`src/rtl/snake_pkg.sv`:
```
// Shared constants, state encoding and direction helpers for the snake step controller.
package snake_pkg;

    localparam int LEN_W = 10;
    localparam logic [LEN_W-1:0] INIT_LEN = 10'd3;
    localparam logic [LEN_W-1:0] MAX_LEN  = 10'd200;

    localparam logic [3:0] DIR_RIGHT = 4'b1000;
    localparam logic [3:0] DIR_LEFT  = 4'b0100;
    localparam logic [3:0] DIR_UP    = 4'b0010;
    localparam logic [3:0] DIR_DOWN  = 4'b0001;

    typedef enum logic [2:0] {
        IDLE = 3'd0,
        WAIT = 3'd1,
        STEP = 3'd2,
        BODY = 3'd3,
        OVER = 3'd4
    } state_t;

    // 180-degree reversal of a one-hot direction; unknown codes map to none.
    function automatic logic [3:0] dir_opposite(input logic [3:0] dir);
        case (dir)
            DIR_RIGHT: dir_opposite = DIR_LEFT;
            DIR_LEFT:  dir_opposite = DIR_RIGHT;
            DIR_UP:    dir_opposite = DIR_DOWN;
            DIR_DOWN:  dir_opposite = DIR_UP;
            default:   dir_opposite = 4'b0000;
        endcase
    endfunction

    // Reduce simultaneous button edges {right,left,up,down} to one candidate.
    function automatic logic [3:0] dir_pick(input logic [3:0] edges);
        if (edges[3]) begin
            dir_pick = DIR_RIGHT;
        end else if (edges[2]) begin
            dir_pick = DIR_LEFT;
        end else if (edges[1]) begin
            dir_pick = DIR_UP;
        end else if (edges[0]) begin
            dir_pick = DIR_DOWN;
        end else begin
            dir_pick = 4'b0000;
        end
    endfunction

endpackage

```
`src/rtl/snake_step_ctrl_if.sv`:
```
// Signals exchanged between the step controller and the snake movement stage.
interface snake_step_ctrl_if;
    import snake_pkg::*;

    logic [3:0]       way;
    logic             vld;
    logic [LEN_W-1:0] length;
    logic             move_rst;
    logic             eat;
    logic             is_end;
    logic             bite_self;

    modport master (
        output way, vld, length, move_rst,
        input  eat, is_end, bite_self
    );

    modport slave (
        input  way, vld, length, move_rst,
        output eat, is_end, bite_self
    );
endinterface

```
`src/rtl/snake_step_ctrl_debounce.sv`:
```
// One-bit button conditioner: 2-FF synchronizer, stability counter and
// a registered one-cycle pulse on each accepted rising level.
module btn_debounce #(
    parameter int DEB_CYCLES = 500000
) (
    input  logic clk,
    input  logic rst_n,
    input  logic din,
    output logic rise
);
    localparam int CNT_W = (DEB_CYCLES > 1) ? $clog2(DEB_CYCLES) : 1;
    localparam logic [CNT_W-1:0] CNT_LAST = CNT_W'(DEB_CYCLES - 1);

    logic             sync1_r;
    logic             sync2_r;
    logic             level_r;
    logic             rise_r;
    logic [CNT_W-1:0] cnt_r;
    logic             diff_s;
    logic             accept_s;

    assign diff_s   = sync2_r ^ level_r;
    assign accept_s = diff_s && (cnt_r == CNT_LAST);
    assign rise     = rise_r;

    // Bring the raw button into the clock domain.
    always_ff @(posedge clk or negedge rst_n) begin
        if (!rst_n) begin
            sync1_r <= 1'b0;
            sync2_r <= 1'b0;
        end else begin
            sync1_r <= din;
            sync2_r <= sync1_r;
        end
    end

    // Accept a new level only after DEB_CYCLES consecutive differing samples.
    always_ff @(posedge clk or negedge rst_n) begin
        if (!rst_n) begin
            cnt_r   <= {CNT_W{1'b0}};
            level_r <= 1'b0;
            rise_r  <= 1'b0;
        end else begin
            rise_r <= accept_s & sync2_r;
            if (!diff_s) begin
                cnt_r <= {CNT_W{1'b0}};
            end else if (accept_s) begin
                cnt_r   <= {CNT_W{1'b0}};
                level_r <= sync2_r;
            end else begin
                cnt_r <= cnt_r + CNT_W'(1);
            end
        end
    end
endmodule

```
`src/rtl/snake_step_ctrl.sv`:
```
// Paces snake head steps, filters direction input, tracks length and game-over.
module snake_step_ctrl
    import snake_pkg::*;
#(
    parameter int TICK_DIV     = 25000000,
    parameter int DEB_CYCLES   = 500000,
    parameter int BODY_TIMEOUT = 1023
) (
    input  logic              clk,
    input  logic              rst,
    input  logic [3:0]        btn,
    input  logic              start,
    snake_step_ctrl_if.master mv,
    output logic              game_over,
    output logic              running
);
    localparam int TICK_W = $clog2(TICK_DIV + 1);
    localparam int BODY_W = $clog2(BODY_TIMEOUT + 1);
    localparam logic [TICK_W-1:0] TICK_LAST = TICK_W'(TICK_DIV - 1);
    localparam logic [BODY_W-1:0] BODY_LAST = BODY_W'(BODY_TIMEOUT - 1);

    state_t           state_r, state_nxt_s;
    logic [TICK_W-1:0] tick_r, tick_nxt_s;
    logic [BODY_W-1:0] body_r, body_nxt_s;
    logic [3:0]       way_r, pend_r;
    logic [LEN_W-1:0] len_r;
    logic             grow_r;
    logic             vld_r, move_rst_r, game_over_r, running_r;
    logic [3:0]       btn_rise_s;
    logic             start_rise_s;
    logic [3:0]       cand_s;
    logic             dir_ok_s;
    logic             restart_s;
    logic             step_entry_s;
    logic             run_s;

    function automatic logic is_run(input state_t s);
        is_run = (s == WAIT) || (s == STEP) || (s == BODY);
    endfunction

    genvar gi;
    generate
        for (gi = 0; gi < 4; gi++) begin : g_btn
            btn_debounce #(.DEB_CYCLES(DEB_CYCLES)) u_deb (
                .clk   (clk),
                .rst_n (rst),
                .din   (btn[gi]),
                .rise  (btn_rise_s[gi])
            );
        end
    endgenerate

    btn_debounce #(.DEB_CYCLES(DEB_CYCLES)) u_start_deb (
        .clk   (clk),
        .rst_n (rst),
        .din   (start),
        .rise  (start_rise_s)
    );

    // Reversals are judged against the committed heading, not the pending one.
    assign cand_s       = dir_pick(btn_rise_s);
    assign dir_ok_s     = (cand_s != 4'b0000) && (cand_s != dir_opposite(way_r));
    assign run_s        = is_run(state_r);
    assign step_entry_s = (state_r == WAIT) && (state_nxt_s == STEP);

    // Next-state and counter update; bite_self outranks tick expiry and is_end.
    always_comb begin
        state_nxt_s = state_r;
        tick_nxt_s  = tick_r;
        body_nxt_s  = body_r;
        restart_s   = 1'b0;
        case (state_r)
            IDLE, OVER: begin
                if (start_rise_s) begin
                    state_nxt_s = WAIT;
                    tick_nxt_s  = {TICK_W{1'b0}};
                    restart_s   = 1'b1;
                end else begin
                    state_nxt_s = state_r;
                end
            end
            WAIT: begin
                if (mv.bite_self) begin
                    state_nxt_s = OVER;
                    tick_nxt_s  = {TICK_W{1'b0}};
                end else if (tick_r == TICK_LAST) begin
                    state_nxt_s = STEP;
                    tick_nxt_s  = {TICK_W{1'b0}};
                end else begin
                    tick_nxt_s = tick_r + TICK_W'(1);
                end
            end
            STEP: begin
                state_nxt_s = BODY;
                body_nxt_s  = {BODY_W{1'b0}};
            end
            BODY: begin
                if (mv.bite_self) begin
                    state_nxt_s = OVER;
                end else if (mv.is_end || (body_r == BODY_LAST)) begin
                    state_nxt_s = WAIT;
                    tick_nxt_s  = {TICK_W{1'b0}};
                end else begin
                    body_nxt_s = body_r + BODY_W'(1);
                end
            end
            default: begin
                state_nxt_s = IDLE;
            end
        endcase
    end

    // State, counters and registered status strobes.
    always_ff @(posedge clk or negedge rst) begin
        if (!rst) begin
            state_r     <= IDLE;
            tick_r      <= {TICK_W{1'b0}};
            body_r      <= {BODY_W{1'b0}};
            vld_r       <= 1'b0;
            move_rst_r  <= 1'b0;
            game_over_r <= 1'b0;
            running_r   <= 1'b0;
        end else begin
            state_r     <= state_nxt_s;
            tick_r      <= tick_nxt_s;
            body_r      <= body_nxt_s;
            vld_r       <= (state_nxt_s == STEP);
            move_rst_r  <= restart_s;
            game_over_r <= (state_nxt_s == OVER);
            running_r   <= is_run(state_nxt_s);
        end
    end

    // Heading, pending heading, length and growth request.
    always_ff @(posedge clk or negedge rst) begin
        if (!rst) begin
            way_r  <= DIR_RIGHT;
            pend_r <= DIR_RIGHT;
            len_r  <= INIT_LEN;
            grow_r <= 1'b0;
        end else if (restart_s) begin
            way_r  <= DIR_RIGHT;
            pend_r <= DIR_RIGHT;
            len_r  <= INIT_LEN;
            grow_r <= 1'b0;
        end else begin
            if (step_entry_s) begin
                way_r <= pend_r;
                if (grow_r) begin
                    len_r <= (len_r >= MAX_LEN) ? MAX_LEN : (len_r + 10'd1);
                end
            end
            if (run_s && dir_ok_s) begin
                pend_r <= cand_s;
            end
            // A new eat wins over consumption so it is carried to the next step.
            if (run_s && mv.eat) begin
                grow_r <= 1'b1;
            end else if (step_entry_s) begin
                grow_r <= 1'b0;
            end
        end
    end

    assign mv.way      = way_r;
    assign mv.vld      = vld_r;
    assign mv.length   = len_r;
    assign mv.move_rst = move_rst_r;
    assign game_over   = game_over_r;
    assign running     = running_r;
endmodule

```
`src/flat_wrapper.sv`:
```
// flat-port wrapper written by rule: the top's interface ports become plain ports
module snake_step_ctrl_flat import snake_pkg::*;
#(
    parameter int TICK_DIV     = 25000000,
    parameter int DEB_CYCLES   = 500000,
    parameter int BODY_TIMEOUT = 1023
)
  (clk, rst, btn, start, game_over, running, mv_way, mv_vld, mv_length, mv_move_rst, mv_eat, mv_is_end, mv_bite_self);
  snake_step_ctrl_if mv_i ();
  input  logic clk;
  input  logic rst;
  input  logic [3:0] btn;
  input  logic start;
  output logic game_over;
  output logic running;
  output wire logic [$bits(mv_i.way)-1:0] mv_way;
  output wire logic [$bits(mv_i.vld)-1:0] mv_vld;
  output wire logic [$bits(mv_i.length)-1:0] mv_length;
  output wire logic [$bits(mv_i.move_rst)-1:0] mv_move_rst;
  input wire logic [$bits(mv_i.eat)-1:0] mv_eat;
  input wire logic [$bits(mv_i.is_end)-1:0] mv_is_end;
  input wire logic [$bits(mv_i.bite_self)-1:0] mv_bite_self;
  assign mv_way = mv_i.way;
  assign mv_vld = mv_i.vld;
  assign mv_length = mv_i.length;
  assign mv_move_rst = mv_i.move_rst;
  assign mv_i.eat = mv_eat;
  assign mv_i.is_end = mv_is_end;
  assign mv_i.bite_self = mv_bite_self;
  snake_step_ctrl #(.TICK_DIV(TICK_DIV), .DEB_CYCLES(DEB_CYCLES), .BODY_TIMEOUT(BODY_TIMEOUT)) u_core (.clk(clk), .rst(rst), .btn(btn), .start(start), .mv(mv_i), .game_over(game_over), .running(running));
endmodule
```
`config.mk`:
```
export PLATFORM = sky130hd
export DESIGN_NAME = snake_step_ctrl_flat
export DESIGN_NICKNAME = d
export VERILOG_FILES = /design/src/rtl/snake_pkg.sv /design/src/rtl/snake_step_ctrl_if.sv /design/src/rtl/snake_step_ctrl_debounce.sv /design/src/rtl/snake_step_ctrl.sv /design/src/flat_wrapper.sv
export SDC_FILE = /design/constraint.sdc
export NUM_CORES = 1
export LEC_CHECK = 0
export ABC_AREA = 1
export BUFFER_PORTS_ARGS = -buffer_cell sky130_fd_sc_hd__buf_4
export CAP_MARGIN = 20
export CELL_PAD_IN_SITES_DETAIL_PLACEMENT = 0
export CELL_PAD_IN_SITES_GLOBAL_PLACEMENT = 1
export CORE_MARGIN = 3
export CORE_UTILIZATION = 50
export DETAILED_ROUTE_END_ITERATION = 8
export PLACE_DENSITY = 0.94
export SLEW_MARGIN = 20
export SYNTH_ARGS = -nofsm -noshare
export SYNTH_HDL_FRONTEND = slang
export SYNTH_HIERARCHICAL = 1
export SYNTH_SLANG_ARGS = --single-unit
```
`constraint.sdc`:
```
create_clock -name clk -period 2.8 [get_ports clk]
set_input_delay 0.42 -clock clk [delete_from_list [all_inputs] [get_ports clk]]
set_output_delay 0.42 -clock clk [all_outputs]
set_load 0.005 [all_outputs]
```
==> out/qor.txt, run 1 <==
Ant. Diodes: 0
worst path required time: 3.11 ns
first-pass GRT wire length: 39.91 mm
drt via density: 5.142
Hold Crit Start: btn[2]
die width: 149.2 um
Crit Path Category: flip-flop to flip-flop
CTS tree: built
Buf/Inv on CP: 2
# Max-Cap Violations: 0
wire length per cell: 13.29 um
leakage: 5.455 nW
final-stage net count: 1459
cts bufs inserted: 17
clk buf depth: 2
Core ar.: 0.01978 mm^2
min-delay worst type: primary input to flip-flop
row count: 51
synth cell count leaders: nand2_1 (347), nor2_1 (241), inv_1 (184)
maximum vdd drop: 0.4202 mV
Clock Sink Count: 176
Die Y-Extent: 149.2 um
Seq/Total Area, Yosys: 0.4300
RSZ-0062 raised after global routing: false
Relative slew margins: 0.6701
YS warnings: 6
Most common cell on crit path: nand2_1
WP data arrival: 2.23 ns
synthesized area per cell: 7.309 um^2
PD cells: 492.9 mW/mm^2
final critical-path share of the clock period: 0.6855
layout cells sized above 1: 0.1102
most frequent cell after synthesis: nand2_1
fillers: 1878
number of max-slew violations in the final report: 0
Starting DRT DRC Count: 526
final setup violating endpoints: 0
Synth async-reset ratio: 1.000
ys flop type: dfrtp_1
fin crit period: 1.919 ns
worst-margin pin slew: 0.4935 ns
post-cts resize count: 0
Starting Density: 0.5184
Place WS: 0.9175 ns
Finished Layout Cells: 1717
Max Freq: 521.0 MHz
via count: 8828
largest net degree at the start of global routing: 60
cell taking the most area after synthesis: dfrtp_1
Post-DRT Antenna Nets: 0
total gr overflow: 0
Worst setup EP type: flip-flop
Setup Total Neg Slack: 0 ns
Worst-path clk slew: 0.07 ns
Worst path max stage delay: 0.42 ns
full die area: 0.02226 mm^2
Worst R2R Start: u_core/tick_r[0]$_DFFE_PN0P_
Layout area overhead: 10.70%
CP Max Fanout: 6
R2R setup slack: 0.88 ns
critical path cell sequence: ha_1, nand3_1, inv_2, nand2_1, nor2_4, nand2_2, nand2_1, nand2_1, inv_1, a21oi_1
number of flops mapped to enable cells by yosys: 0
vias in the first global route: 8569
GR Util All Layers: 0.2177
# IOs: 28
syn nets: 1423
number of H-tree levels: 4
FF+latch count, synth: 176
Synth area leaders: dfrtp_1 (42%), nand2_1 (13%), nor2_1 (8.8%)
CP top delay family: simple AND/OR/NAND/NOR gates
post-route setup slack: 0.8807 ns
synthesized instance count: 1403
Clk Latency, worst-skew pair: 0.42 ns
Synth cell types: 38
initial antenna violation count: 0
Final Skew: 0.007495 ns
IO buf count: 27
status: completed
Synth top area share: 0.4197
slowest cell on the critical path: dfrtp_1
HPWL after DPL: 16.84 mm
Netlist Area Pre-Place: 0.01025 mm^2
Final Hold Fails: 0
Post-CTS Setup Bufs: 0
drt pass-1 iters: 5
GP Congestion: 0.9026
clk root buf: clkbuf_16
crit path from: u_core/tick_r[0]$_DFFE_PN0P_
startpoint types: flip-flop
WL final: 22.82 mm
dpl cells: 1684
drt drc: 0
## layout make-up
class                           instances  area [um^2]  area share
Inverter                              193        724.4     0.06382
Clock buffer                           20        466.7     0.04111
Multi-Input combinational cell       1015         5006      0.4410
Tap cell                              265        331.6     0.02921
Sequential cell                       176         4409      0.3884
Clock inverter                         12        122.6     0.01080
Timing Repair Buffer                   36        291.5     0.02568
## worst register-to-register path, delay by kind of cell, from the launching register on
family / cells / cell delay [ns]
adders and majority gates: 1 / 0.26
buffers and inverters: 2 / 0.24
and+or+nand+nor: 6 / 0.85
AOI/OAI and AO/OA: 1 / 0.04
DFF: 1 / 0.42
## power by group
group | switching [W] | total, W | internal [W]
Combinational | 0.000275 | 0.000416 | 0.000142
Clock | 0.00104 | 0.00236 | 0.00132
Sequential | 0.000145 | 0.00282 | 0.00268
## final timing paths
kind	end	cells past startpoint
max	u_core/tick_r[11]$_DFFE_PN0P_	10
min	u_core/g_btn[2].u_deb/sync1_r$_DFF_PN0_	1
max reg2reg	u_core/tick_r[11]$_DFFE_PN0P_	10
min reg2reg	u_core/g_btn[2].u_deb/sync2_r$_DFF_PN0_	0
max in group asynchronous	u_core/u_start_deb/cnt_r[2]$_DFF_PN0_	3
min in group asynchronous	u_core/tick_r[15]$_DFFE_PN0P_	2
## state kept, by name (all words and copies together), names as in the netlist, 3 cells and up
name / cells
u_core/pend_r: 4
u_core/g_btn.u_deb/sync1_r: 4
u_core/body_r: 10
u_core/tick_r: 25
u_core/u_start_deb/cnt_r: 19
u_core/mv.length: 10
u_core/mv.way: 4
u_core/state_r: 3
u_core/g_btn.u_deb/sync2_r: 4
u_core/g_btn.u_deb/rise: 4
u_core/g_btn.u_deb/cnt_r: 76
u_core/g_btn.u_deb/level_r: 4
## metrics by stage
step	total power, W	hold slack [ns]	utilization	area, um^2
after floorplan	0.003096	0.1244	-	10250
after detailed placement	0.003280	0.3347	0.5436	10750
after global placement	0.003268	0.3343	0.5436	10750
after CTS	0.005676	0.07443	0.5739	11350
final	0.005595	0.09846	0.5739	11350
after global routing	0.005865	0.07519	0.5739	11350
## layout by cell type, fill, tap and decap left out, drive strengths merged, types with 5 or more instances in the layout
cell	Yosys	layout
dfrtp	172	172
xnor2	9	9
nor3b	8	8
inv	193	199
nor2	289	289
nand2	373	373
o21bai	5	5
nor3	26	26
ha	10	10
nand4	44	44
o21a	5	5
a21oi	9	9
xor2	36	36
o21ai	49	49
nand3	140	140
buf	15	34
clkbuf	4	21
## metal layers
metal,up-vias,track usage,share of wire
met5,-,0,0
met4,0,0.06590,0.018
met3,31,0.03282,0.034
met2,159,0.3655,0.48
met1,4147,0.2930,0.47
li1,4491,-,-
## kinds of logic (layout without fill, tap and decap cells)
logic type,after synthesis,in the layout,synth area share
simple gates,885,885,0.3964
buf+inv,212,261,0.08187
flops,176,176,0.4300
compound gates,75,75,0.04112
xor+xnor,45,45,0.03843
fa+ha+maj,10,10,0.01220
## timing repair
item                                   4_1_cts  5_1_grt
endpoints found under the hold margin       39        0
setup endpoints to repair                    0        0
hold buffers                                 1        0
No activity file was read; power rests on OpenSTA's default activity.
==> run 2: changes to the inputs <==
Settings changed: CORE_UTILIZATION 50 to 42, PLACE_DENSITY 0.94 to 0.85.
Clock period 2.8 ns to 1.6 ns, I/O delays scaled along.
==> run 2 against run 1 <==
Net effect:
- the flow now finishes with violations (negative setup slack)
- clock power is 78% higher
- register-to-register slack worse by 0.96 ns
- via count is 4.0% higher
- combinational power grew to 2.6 times the previous value
- critical path type unchanged
- highest routed layer unchanged
==> out/qor.txt, run 2 (same netlist as run 1, synthesis figures left out) <==
die width: 162.3 um (was 149.2 um)
Post-DRT Antenna Nets: 0 (unchanged)
number of max-slew violations in the final report: 0 (unchanged)
via count: 9183 (was 8828)
Max Freq: 597.0 MHz (was 521.0 MHz)
number of H-tree levels: 4 (unchanged)
status: finished, violations left (was completed)
total gr overflow: 0 (unchanged)
Switching Fraction: 0.2773 (was 0.2607)
Logic pwr share: 0.106 (was 0.074)
first-pass GRT wire length: 42.03 mm (was 39.91 mm)
Hold Crit Start: mv_eat (was btn[2])
fin crit period: 1.675 ns (was 1.919 ns)
Relative slew margins: 0.6918 (was 0.6701)
full die area: 0.02633 mm^2 (was 0.02226 mm^2)
leading cell type in the layout, fill and taps excluded: nand2_1 (unchanged)
WHS: 0.05202 ns (was 0.09846 ns)
Switch Pwr: 0.002828 W (was 0.001459 W)
slowest cell on the critical path: dfrtp_1 (unchanged)
Clk Latency, worst-skew pair: 0.43 ns (was 0.42 ns)
vias in the first global route: 8824 (was 8569)
final-stage net count: 1568 (was 1459)
Placed Area: 0.01148 mm^2 (was 0.01075 mm^2)
maximum vdd drop: 0.5490 mV (was 0.4202 mV)
startpoint types: flip-flop (unchanged)
post-route setup slack: -0.07507 ns (was 0.8807 ns)
Worst R2R Start: u_core/body_r[0]$_DFFE_PN0P_ (was u_core/tick_r[0]$_DFFE_PN0P_)
CP Max Fanout: 8 (was 6)
Starting Density: 0.4317 (was 0.5184)
initial antenna violation count: 0 (unchanged)
PD cells: 803.5 mW/mm^2 (was 492.9 mW/mm^2)
WHS Endpoint: u_core/grow_r$_DFFE_PN0P_ (was u_core/g_btn[2].u_deb/sync1_r$_DFF_PN0_)
WP data arrival: 2.00 ns (was 2.23 ns)
Final Hold Fails: 0 (unchanged)
drt pass-1 iters: 8 (was 5)
GP Congestion: 0.8658 (was 0.9026)
worst hold path depth: 3 (was 1)
# IOs: 28 (unchanged)
IO buf count: 27 (unchanged)
internal power: 0.007371 W (was 0.004136 W)
Worst-path clk slew: 0.08 ns (was 0.07 ns)
cts bufs inserted: 17 (unchanged)
max FFs per register: 76 (unchanged)
row count: 56 (was 51)
GR Util All Layers: 0.1946 (was 0.2177)
leakage: 6.093 nW (was 5.455 nW)
Reg2Reg Depth: 10 (unchanged)
register share of total power: 0.482 (was 0.504)
WL final: 25.14 mm (was 22.82 mm)
# Max-Cap Violations: 0 (unchanged)
Starting DRT DRC Count: 452 (was 526)
most frequent cells in the layout: nand2_1 (312), nor2_1 (232), inv_1 (179) (was nand2_1 (347), nor2_1 (241), inv_1 (184))
wire length per cell: 13.37 um (was 13.29 um)
RSZ-0062 raised after global routing: true (was false)
Most flops, register: u_core/g_btn.u_deb/cnt_r (unchanged)
Ant. Diodes: 0 (unchanged)
Layout area overhead: 23.78% (was 10.70%)
largest net degree at the start of global routing: 42 (was 60)
Core ar.: 0.02375 mm^2 (was 0.01978 mm^2)
Die Y-Extent: 162.3 um (was 149.2 um)
drt via density: 4.885 (was 5.142)
R2R setup slack: -0.08 ns (was 0.88 ns)
Worst path max stage delay: 0.39 ns (was 0.42 ns)
Worst setup EP type: flip-flop (unchanged)
final setup violating endpoints: 29 (was 0)
clk buf depth: 2 (unchanged)
failing checks: negative setup slack
worst-margin pin slew: 0.4613 ns (was 0.4935 ns)
final critical-path share of the clock period: 1.047 (was 0.6855)
min-delay worst type: primary input to flip-flop (unchanged)
Clock Sink Count: 176 (unchanged)
Buf/Inv on CP: 3 (was 2)
CTS tree: built (unchanged)
Reg-to-Reg End: u_core/tick_r[9]$_DFFE_PN0P_ (was u_core/tick_r[11]$_DFFE_PN0P_)
biggest regs: u_core/g_btn.u_deb/cnt_r x76, u_core/tick_r x25, u_core/u_start_deb/cnt_r x19 (unchanged)
Final Skew: 0.01004 ns (was 0.007495 ns)
Crit Path Category: flip-flop to flip-flop (unchanged)
clk root buf: clkbuf_16 (unchanged)
critical path cell sequence: inv_2, ha_4, nand2_2, nor2_2, nand2_2, a21oi_4, clkinvlp_4, buf_8, nand2_2, o21ai_1 (was ha_1, nand3_1, inv_2, nand2_1, nor2_4, nand2_2, nand2_1, nand2_1, inv_1, a21oi_1)
HPWL after DPL: 18.08 mm (was 16.84 mm)
worst path required time: 1.92 ns (was 3.11 ns)
design area: 0.01269 mm^2 (was 0.01135 mm^2)
CP top delay family: buffers and inverters (was simple AND/OR/NAND/NOR gates)
drt drc: 0 (unchanged)
Most common cell on crit path: nand2_2 (was nand2_1)
clock share of power: 0.412 (was 0.421)
layout cells sized above 1: 0.2191 (was 0.1102)
## run 2: timing repair
action                                  4_1_cts  5_1_grt
endpoints found under the setup margin       35       86
gates cloned                                  2        2
resized for setup                            14      100
buffers inserted                              6       12
pin swaps                                     5       40
hold endpoints to repair                     37        0
hold buffers                                  6        0
## run 2: worst max-delay path by stage
stage                     slack [ns]                          from                       endpoint  depth (start not counted)
final                          -0.08  u_core/body_r[0]$_DFFE_PN0P_   u_core/tick_r[9]$_DFFE_PN0P_                         10
after global routing           -0.20  u_core/body_r[0]$_DFFE_PN0P_   u_core/tick_r[9]$_DFFE_PN0P_                         10
after CTS                      -0.07  u_core/body_r[0]$_DFFE_PN0P_  u_core/tick_r[18]$_DFFE_PN0P_                         10
after detailed placement       -0.08  u_core/body_r[0]$_DFFE_PN0P_  u_core/tick_r[17]$_DFFE_PN0P_                         11
after global placement         -0.05  u_core/body_r[0]$_DFFE_PN0P_  u_core/tick_r[17]$_DFFE_PN0P_                         11
after floorplan                 0.01  u_core/tick_r[0]$_DFFE_PN0P_  u_core/tick_r[13]$_DFFE_PN0P_                         10
## run 2: layout make-up
type,instances,area [um^2]
Fill cell,2265,11060
Multi-Input combinational cell,1018,5373
Sequential cell,176,4413
Timing Repair Buffer,142,1191
Inverter,193,728.2
Clock buffer,17,425.4
Tap cell,319,399.1
Clock inverter,15,163.9
## run 2: metrics by stage
step / setup slack (ns) / utilization / power [W] / instances / setup TNS, ns
2_1_floorplan: 0.01115 / - / 0.005420 / 1403 / 0
3_3_place_gp: -0.05169 / 0.4831 / 0.005922 / 1820 / -0.08584
3_5_place_dp: -0.07834 / 0.4831 / 0.005950 / 1820 / -0.5611
4_1_cts: -0.07382 / 0.5156 / 0.01021 / 1866 / -1.127
5_1_grt: -0.2014 / 0.5344 / 0.01065 / 1880 / -4.833
6_report: -0.07507 / 0.5344 / 0.01020 / 1880 / -1.219
## run 2: metal layers
| layer | wire length (um) | share of wire | GRT usage |
|---|---|---|---|
| met1 | 11650 | 0.46 | 0.2594 |
| met3 | 735 | 0.029 | 0.03264 |
| met4 | 401 | 0.016 | 0.05312 |
| met5 | 0 | 0 | 0 |
| met2 | 12360 | 0.49 | 0.3290 |
## run 2: tightest hold or removal path, cell delays in order
cell and delay [ns]:
buf_4 0.10, nand2_1 0.06, o21ai_2 0.05
## run 2: power by group through the flow
stage / Combinational, W / Sequential [W] / Clock (W)
after floorplan: 0.000474 / 0.00495 / 0
after global placement: 0.000967 / 0.00496 / 0
after detailed placement: 0.000985 / 0.00497 / 0
after CTS: 0.00100 / 0.00489 / 0.00432
after global routing: 0.00122 / 0.00494 / 0.00450
final: 0.00108 / 0.00491 / 0.00421
